===== src/rtl/mmio_mailbox_if.sv =====
// Core data-bus bundle for the MMIO mailbox.
// The core drives requests, the mailbox returns one-cycle responses.
interface mmio_mailbox_if;
   logic [31:0] core__d_addr;
   logic [31:0] core__d_wdata;
   logic        core__d_ren;
   logic [3:0]  core__d_wen;
   logic [10:0] core__d_req_tag;
   logic        d__core_accept;
   logic        d__core_val;
   logic        d__core_error;
   logic [31:0] d__core_rdata;
   logic [10:0] d__core_resp_tag;

   modport master (
      output core__d_addr, core__d_wdata, core__d_ren,
      output core__d_wen, core__d_req_tag,
      input  d__core_accept, d__core_val, d__core_error,
      input  d__core_rdata, d__core_resp_tag
   );

   modport slave (
      input  core__d_addr, core__d_wdata, core__d_ren,
      input  core__d_wen, core__d_req_tag,
      output d__core_accept, d__core_val, d__core_error,
      output d__core_rdata, d__core_resp_tag
   );
endinterface


===== src/rtl/mmio_mailbox.sv =====
// Core/host byte mailbox: TX and RX FIFOs, status, scratch, control.
// Define MMIO_MAILBOX_IRQ_EN to drive a registered interrupt.
module mmio_mailbox #(
   parameter int DEPTH = 4
) (
   input  logic         clk,
   input  logic         rst,
   mmio_mailbox_if.slave core,
   input  logic         we,
   input  logic [3:0]   addr,
   input  logic [7:0]   wdata,
   output logic [7:0]   rdata,
   output logic         intr
);
   localparam int AW = $clog2(DEPTH);
   typedef logic [AW-1:0] ptr_t;
   typedef logic [AW:0]   cnt_t;
   localparam cnt_t FULL = cnt_t'(DEPTH);

   logic [7:0] tx_mem_q [DEPTH];
   logic [7:0] rx_mem_q [DEPTH];
   ptr_t  tx_wp_q, tx_wp_d, tx_rp_q, tx_rp_d;
   ptr_t  rx_wp_q, rx_wp_d, rx_rp_q, rx_rp_d;
   cnt_t  tx_cnt_q, tx_cnt_d, rx_cnt_q, rx_cnt_d;
   logic  tx_ovf_q, tx_ovf_d, rx_ovf_q, rx_ovf_d;
   logic [31:0] scr_q, scr_d;
   logic        val_q, val_d, err_q, err_d;
   logic [31:0] rd_q, rd_d;
   logic [10:0] tag_q, tag_d;

   logic        req, is_wr, mis, wr_ok, rd_ok, clr;
   logic [1:0]  sel;
   logic [3:0]  wen;
   logic [31:0] wd, status;
   logic        tx_push, tx_pop, tx_acc, tx_drop;
   logic        rx_push, rx_pop, rx_acc, rx_drop;
   logic        tx_full, tx_empty, rx_full, rx_ne;
   logic        unused_addr;

   assign wen   = core.core__d_wen;
   assign wd    = core.core__d_wdata;
   assign sel   = core.core__d_addr[3:2];
   assign mis   = core.core__d_addr[1:0] != 2'b00;
   assign is_wr = |wen;
   assign req   = core.core__d_ren | is_wr;
   assign wr_ok = req & ~mis & is_wr;
   assign rd_ok = req & ~mis & ~is_wr;
   assign clr   = wr_ok & (sel == 2'd3) & wen[0] & wd[0];
   assign unused_addr = ^core.core__d_addr[31:4];

   assign tx_full  = tx_cnt_q == FULL;
   assign tx_empty = tx_cnt_q == '0;
   assign rx_full  = rx_cnt_q == FULL;
   assign rx_ne    = rx_cnt_q != '0;
   assign status   = {26'b0, rx_ovf_q, tx_ovf_q,
                      rx_full, tx_empty, tx_full, rx_ne};

   // A pop frees a slot in the same cycle, so push-on-full is legal with it
   assign tx_push = wr_ok & (sel == 2'd0) & wen[0];
   assign tx_pop  = we & (addr == 4'd1) & ~tx_empty;
   assign tx_acc  = tx_push & (~tx_full | tx_pop);
   assign tx_drop = tx_push & ~tx_acc;

   assign rx_push = we & (addr == 4'd0) & ~clr;
   assign rx_pop  = rd_ok & (sel == 2'd0) & rx_ne;
   assign rx_acc  = rx_push & (~rx_full | rx_pop);
   assign rx_drop = rx_push & ~rx_acc;

   always_comb begin
      tx_wp_d  = tx_wp_q;
      tx_rp_d  = tx_rp_q;
      tx_cnt_d = tx_cnt_q;
      tx_ovf_d = tx_ovf_q;
      rx_wp_d  = rx_wp_q;
      rx_rp_d  = rx_rp_q;
      rx_cnt_d = rx_cnt_q;
      rx_ovf_d = rx_ovf_q;
      if (clr) begin
         tx_wp_d  = '0;
         tx_rp_d  = '0;
         tx_cnt_d = '0;
         tx_ovf_d = 1'b0;
         rx_wp_d  = '0;
         rx_rp_d  = '0;
         rx_cnt_d = '0;
         rx_ovf_d = 1'b0;
      end else begin
         if (tx_acc) tx_wp_d = tx_wp_q + 1'b1;
         if (tx_pop) tx_rp_d = tx_rp_q + 1'b1;
         tx_cnt_d = tx_cnt_q + cnt_t'(tx_acc) - cnt_t'(tx_pop);
         if (tx_drop) tx_ovf_d = 1'b1;
         if (rx_acc) rx_wp_d = rx_wp_q + 1'b1;
         if (rx_pop) rx_rp_d = rx_rp_q + 1'b1;
         rx_cnt_d = rx_cnt_q + cnt_t'(rx_acc) - cnt_t'(rx_pop);
         if (rx_drop) rx_ovf_d = 1'b1;
      end
   end

   always_comb begin
      scr_d = scr_q;
      if (wr_ok && sel == 2'd2) begin
         for (int i = 0; i < 4; i++)
            if (wen[i]) scr_d[8*i +: 8] = wd[8*i +: 8];
      end
   end

   always_comb begin
      val_d = req;
      err_d = req & mis;
      tag_d = req ? core.core__d_req_tag : tag_q;
      rd_d  = '0;
      if (rd_ok) begin
         unique case (sel)
            2'd0: rd_d = rx_ne ? {24'b0, rx_mem_q[rx_rp_q]} : '0;
            2'd1: rd_d = status;
            2'd2: rd_d = scr_q;
            2'd3: rd_d = '0;
         endcase
      end
   end

   always_ff @(posedge clk) begin
      if (rst) begin
         tx_wp_q  <= '0;
         tx_rp_q  <= '0;
         tx_cnt_q <= '0;
         tx_ovf_q <= 1'b0;
         rx_wp_q  <= '0;
         rx_rp_q  <= '0;
         rx_cnt_q <= '0;
         rx_ovf_q <= 1'b0;
         scr_q    <= '0;
         val_q    <= 1'b0;
         err_q    <= 1'b0;
         rd_q     <= '0;
         tag_q    <= '0;
      end else begin
         tx_wp_q  <= tx_wp_d;
         tx_rp_q  <= tx_rp_d;
         tx_cnt_q <= tx_cnt_d;
         tx_ovf_q <= tx_ovf_d;
         rx_wp_q  <= rx_wp_d;
         rx_rp_q  <= rx_rp_d;
         rx_cnt_q <= rx_cnt_d;
         rx_ovf_q <= rx_ovf_d;
         scr_q    <= scr_d;
         val_q    <= val_d;
         err_q    <= err_d;
         rd_q     <= rd_d;
         tag_q    <= tag_d;
      end
   end

   always_ff @(posedge clk) begin
      if (!rst && tx_acc) tx_mem_q[tx_wp_q] <= wd[7:0];
      if (!rst && rx_acc) rx_mem_q[rx_wp_q] <= wdata;
   end

   assign core.d__core_accept    = ~rst;
   assign core.d__core_val       = val_q;
   assign core.d__core_error     = err_q;
   assign core.d__core_rdata     = rd_q;
   assign core.d__core_resp_tag  = tag_q;

   always_comb begin
      rdata = 8'h00;
      unique case (addr)
         4'd0:    rdata = tx_empty ? 8'h00 : tx_mem_q[tx_rp_q];
         4'd2:    rdata = status[7:0];
         4'd4:    rdata = scr_q[7:0];
         4'd5:    rdata = scr_q[15:8];
         4'd6:    rdata = scr_q[23:16];
         4'd7:    rdata = scr_q[31:24];
         default: rdata = 8'h00;
      endcase
   end

`ifdef MMIO_MAILBOX_IRQ_EN
   logic intr_q;
   always_ff @(posedge clk) begin
      if (rst) intr_q <= 1'b0;
      else     intr_q <= rx_ne | tx_ovf_q | rx_ovf_q;
   end
   assign intr = intr_q;
`else
   assign intr = 1'b0;
`endif
endmodule


===== src/flat_wrapper.sv =====
// flat-port wrapper written by rule: the top's interface ports become plain ports
module mmio_mailbox_flat 
#(
   parameter int DEPTH = 4
)
  (clk, rst, we, addr, wdata, rdata, intr, core_core__d_addr, core_core__d_wdata, core_core__d_ren, core_core__d_wen, core_core__d_req_tag, core_d__core_accept, core_d__core_val, core_d__core_error, core_d__core_rdata, core_d__core_resp_tag);
  mmio_mailbox_if core_i ();
  input  logic clk;
  input  logic rst;
  input  logic we;
  input  logic [3:0] addr;
  input  logic [7:0] wdata;
  output logic [7:0] rdata;
  output logic intr;
  input wire logic [$bits(core_i.core__d_addr)-1:0] core_core__d_addr;
  input wire logic [$bits(core_i.core__d_wdata)-1:0] core_core__d_wdata;
  input wire logic [$bits(core_i.core__d_ren)-1:0] core_core__d_ren;
  input wire logic [$bits(core_i.core__d_wen)-1:0] core_core__d_wen;
  input wire logic [$bits(core_i.core__d_req_tag)-1:0] core_core__d_req_tag;
  output wire logic [$bits(core_i.d__core_accept)-1:0] core_d__core_accept;
  output wire logic [$bits(core_i.d__core_val)-1:0] core_d__core_val;
  output wire logic [$bits(core_i.d__core_error)-1:0] core_d__core_error;
  output wire logic [$bits(core_i.d__core_rdata)-1:0] core_d__core_rdata;
  output wire logic [$bits(core_i.d__core_resp_tag)-1:0] core_d__core_resp_tag;
  assign core_i.core__d_addr = core_core__d_addr;
  assign core_i.core__d_wdata = core_core__d_wdata;
  assign core_i.core__d_ren = core_core__d_ren;
  assign core_i.core__d_wen = core_core__d_wen;
  assign core_i.core__d_req_tag = core_core__d_req_tag;
  assign core_d__core_accept = core_i.d__core_accept;
  assign core_d__core_val = core_i.d__core_val;
  assign core_d__core_error = core_i.d__core_error;
  assign core_d__core_rdata = core_i.d__core_rdata;
  assign core_d__core_resp_tag = core_i.d__core_resp_tag;
  mmio_mailbox #(.DEPTH(DEPTH)) u_core (.clk(clk), .rst(rst), .core(core_i), .we(we), .addr(addr), .wdata(wdata), .rdata(rdata), .intr(intr));
endmodule

===== config.mk =====
export PLATFORM = sky130hd
export DESIGN_NAME = mmio_mailbox_flat
export DESIGN_NICKNAME = d
export VERILOG_FILES = /design/src/rtl/mmio_mailbox_if.sv /design/src/rtl/mmio_mailbox.sv /design/src/flat_wrapper.sv
export SDC_FILE = /design/constraint.sdc
export NUM_CORES = 1
export LEC_CHECK = 0
export BUFFER_PORTS_ARGS = -buffer_cell sky130_fd_sc_hd__buf_2
export CAP_MARGIN = 10
export CELL_PAD_IN_SITES_DETAIL_PLACEMENT = 1
export CELL_PAD_IN_SITES_GLOBAL_PLACEMENT = 2
export CORE_MARGIN = 3
export CORE_UTILIZATION = 33
export CTS_BUF_LIST = sky130_fd_sc_hd__clkbuf_8
export DETAILED_ROUTE_END_ITERATION = 7
export GPL_TIMING_DRIVEN = 1
export PLACE_DENSITY = 0.81
export SLEW_MARGIN = 20
export SYNTH_ARGS = -nofsm -noshare
export SYNTH_HDL_FRONTEND = slang
export SYNTH_SLANG_ARGS = --single-unit

===== constraint.sdc =====
create_clock -name clk -period 2.3 [get_ports clk]
set_input_delay 0.115 -clock clk [delete_from_list [all_inputs] [get_ports clk]]
set_output_delay 0.115 -clock clk [all_outputs]
set_load 0.03 [all_outputs]

==> results.yml <==
status:
  status: "finished, final reports clean"
detailed_routing:
  drtPass1Iterations: 4
  drtIter0Drc: 211
  dr_total_vias: 4684
  viasPerCell: 4.684
  drt-total-wl_um: 18320
  routedWlPerCell_um: 18.32
  postRouteAntennaNets: 0
  drc_errors: 0
cells_and_area:
  areaGrowthSynthToFinish_pct: 34.95
  drive_gt1_frac: 0.3473
  layout_commonest_cell: "buf_2"
  final_cell_mix: "buf_2 (120), dfxtp_1 (90), edfxtp_1 (64)"
  diodes: 0
  fin_nets: 836
  design_area_um2: 8579
  stdcell_count: 1000
sta:
  rsz0062_at_grt: "no"
  period_share: 0.9558
  drv_slew: 0
  skew_ps: 12.81
  worst_slew_pin_slew_ps: 593.3
  setup_viol: 0
  final_hold_viol_count: 0
  setup_ws_ps: 101.6
  timing.final.crit_period_ps: 2198
  relSlewSlack: 0.6036
  hold_ws_ps: 107.1
  max_clock_freq_mhz: 454.9
clock_tree:
  numClockSinks: 161
  clk-insertion-delay-late_ps: 460
  cts_buffers: 17
  cts_tree: "done"
  clkTransAtPathRegs_ps: 90
  clk_path_buf_depth: 2
  root_buffer: "clkbuf_8"
  cts_htree_levels: 4
logic_synthesis:
  synth.area.top_cells: "dfxtp_1 (31%), edfxtp_1 (30%), mux4_2 (6.7%)"
  synth_area_leader_cell: "dfxtp_1"
  synth-edff-count: 64
  synth_top_area_share: 0.3055
  synth.net_count: 616
  ys_seq_elements: 161
  yosysUniqueCellTypes: 46
  synth_area_per_cell_um2: 12.54
  yosysWarnings: 0
  synthArstFlopShare: 0
  synth-seq-area-share: 0.6078
  synthFlopType: "dfxtp_1"
  synthesis.area_um2: 6357
  netlist_instances: 507
power:
  max-vdd-ir-drop_v: 0.0004693
  p_seq_frac: 0.545
  power_frac_comb: 0.070
  powerDensity_nw_per_um2: 641.2
  p_sw_mw: 1.284
  p_clk_frac: 0.385
  p_int_mw: 4.217
  swShare: 0.2334
  p_leak_nw: 3.540
  finalPower_mw: 5.501
placed_design:
  place_ws_ps: -327.4
  gp_congestion: 0.8272
  placedCellCount: 915
  post-dp-hpwl_um: 13500
  postPlaceCellArea_um2: 7559
  port_buffers: 120
setup_path:
  required_ps: 2630
  arrival_ps: 2530
  path_max_fanout: 2
  cp_slowest_cell: "or4_4"
  crit_buf_inv: 2
  path_class: "flip-flop to flip-flop"
  endpoint_kind: "flip-flop"
  slowest_delay_ps: 490
  worstPathCellList: "nor3_2, or4_4, inv_2, ha_1, inv_1, ha_2, fa_2, xnor2_2, xnor2_1, nor2_1"
  crit_family: "adder cells"
  crit_path_start_kind: "flip-flop"
floorplan:
  core-area_um2: 18830
  initial_core_util: 0.3376
  rows: 50
  io_pins: 150
  die_y_um: 144.8
  dieArea_um2: 20970
  die_w_um: 144.8
global_routing:
  track_usage: 0.1794
  grt_max_degree: 51
  grt_pass1_vias: 5052
  antenna_found_initial: 0
  grt_pass1_wl_um: 28320
  grt-ovfl-total: 0
worst_hold_path:
  holdCritPathClass: "input port to flip-flop"
flow_run:
  maxCapViolCount: 0
==> tightest hold or removal path: stages <==
cell and delay (ps):
buf_2 150, o31ai_1 120, nand3_1 90, a21oi_1 60
==> path summary, 6_finish.rpt <==
path | startpoint | endpoint | slack [ps] | cells after the start
setup / recovery | u_core.rx_cnt_q[0]$_SDFF_PP0_ | u_core.rx_cnt_q[2]$_SDFF_PP0_ | 100 | 10
hold reg to reg | u_core.scr_q[0]$_SDFFE_PP0P_ | u_core.scr_q[0]$_SDFFE_PP0P_ | 480 | 2
setup reg to reg | u_core.rx_cnt_q[0]$_SDFF_PP0_ | u_core.rx_cnt_q[2]$_SDFF_PP0_ | 100 | 10
hold / removal | addr[1] | u_core.tx_wp_q[0]$_SDFFE_PP0N_ | 110 | 4
==> Yosys cell counts (2+ instances only) <==
master     n
mux2_2     5
or2_2      2
nor2_1    62
nand2_1   22
nor3_1     4
and3_1     2
nor3b_1    9
nor2b_1    4
nand3_1   15
a222oi_1   3
dfxtp_1   97
clkbuf_1  17
nand3b_1   4
a22o_1     2
a21oi_1   18
mux4_2    19
mux2i_1   37
a22oi_1   11
fa_1       2
buf_6      2
or3_1      3
or3b_2     2
buf_2      2
ha_1      12
xnor2_1    5
o21ai_0   14
a31oi_1    3
inv_1     16
xor2_1     2
and2_1    32
edfxtp_1  64
==> logic make-up after synthesis <==
group | after synthesis | synth area share
compound gates | 57 | 0.05649
mux | 61 | 0.1344
simple gates | 167 | 0.1348
fa+ha+maj | 14 | 0.02991
flops | 161 | 0.6078
other cells | 1 | 0.0005899
buf+inv | 39 | 0.02637
xor+xnor | 7 | 0.009644
==> routing by layer <==
metal	track usage	up-vias	routed length, um
met4	0.04271	0	161
met2	0.3209	101	9563
met1	0.2222	2318	7888
met5	0	-	0
met3	0.03713	13	709
li1	-	2252	-
==> area by class of cell <==
class | instances | area [um2]
multi-input cells | 307 | 2406
clock inverters | 12 | 126.4
clock buffers | 20 | 275.3
flip-flops and latches | 161 | 3875
inverters | 16 | 62.56
repair buffers | 224 | 1509
fillers | 2014 | 10250
well taps | 260 | 325.3
==> registers in the layout, summed over array words and instances (netlist names), 2 cells and up, named ones only <==
name                          count
u_core.core.d__core_rdata        32
u_core.rx_mem_q                  32
u_core.scr_q                     32
u_core.tx_mem_q                  32
u_core.core.d__core_resp_tag     11
u_core.rx_cnt_q                   3
u_core.tx_cnt_q                   3
u_core.rx_rp_q                    2
u_core.rx_wp_q                    2
u_core.tx_rp_q                    2
u_core.tx_wp_q                    2
==> timing repair <==
| action | 4_1_cts | 5_1_grt |
|---|---|---|
| hold buffers | 51 | 0 |
| buffers inserted | 0 | 2 |
| setup endpoints to repair | 10 | 3 |
| hold endpoints to repair | 106 | 0 |
| resized for setup | 9 | 16 |
| pin swaps | 2 | 7 |
==> metrics by stage <==
stage / util / TNS (ps)
after global placement: 0.4014 / -3051
after CTS: 0.4514 / 0
after detailed placement: 0.4014 / -4975
after floorplan: - / -4783
after global routing: 0.4556 / 0
final: 0.4556 / 0
==> power by group through the flow <==
stage          clock network, mW  registers [mW]  logic [mW]
5_1_grt                     2.30            3.00       0.415
3_3_place_gp                   0            3.06       0.300
2_1_floorplan                  0            3.09       0.113
6_report                    2.12            3.00       0.383
3_5_place_dp                   0            3.07       0.310
4_1_cts                     2.18            3.00       0.382
Note: power is estimated with default switching activity, not from simulation.
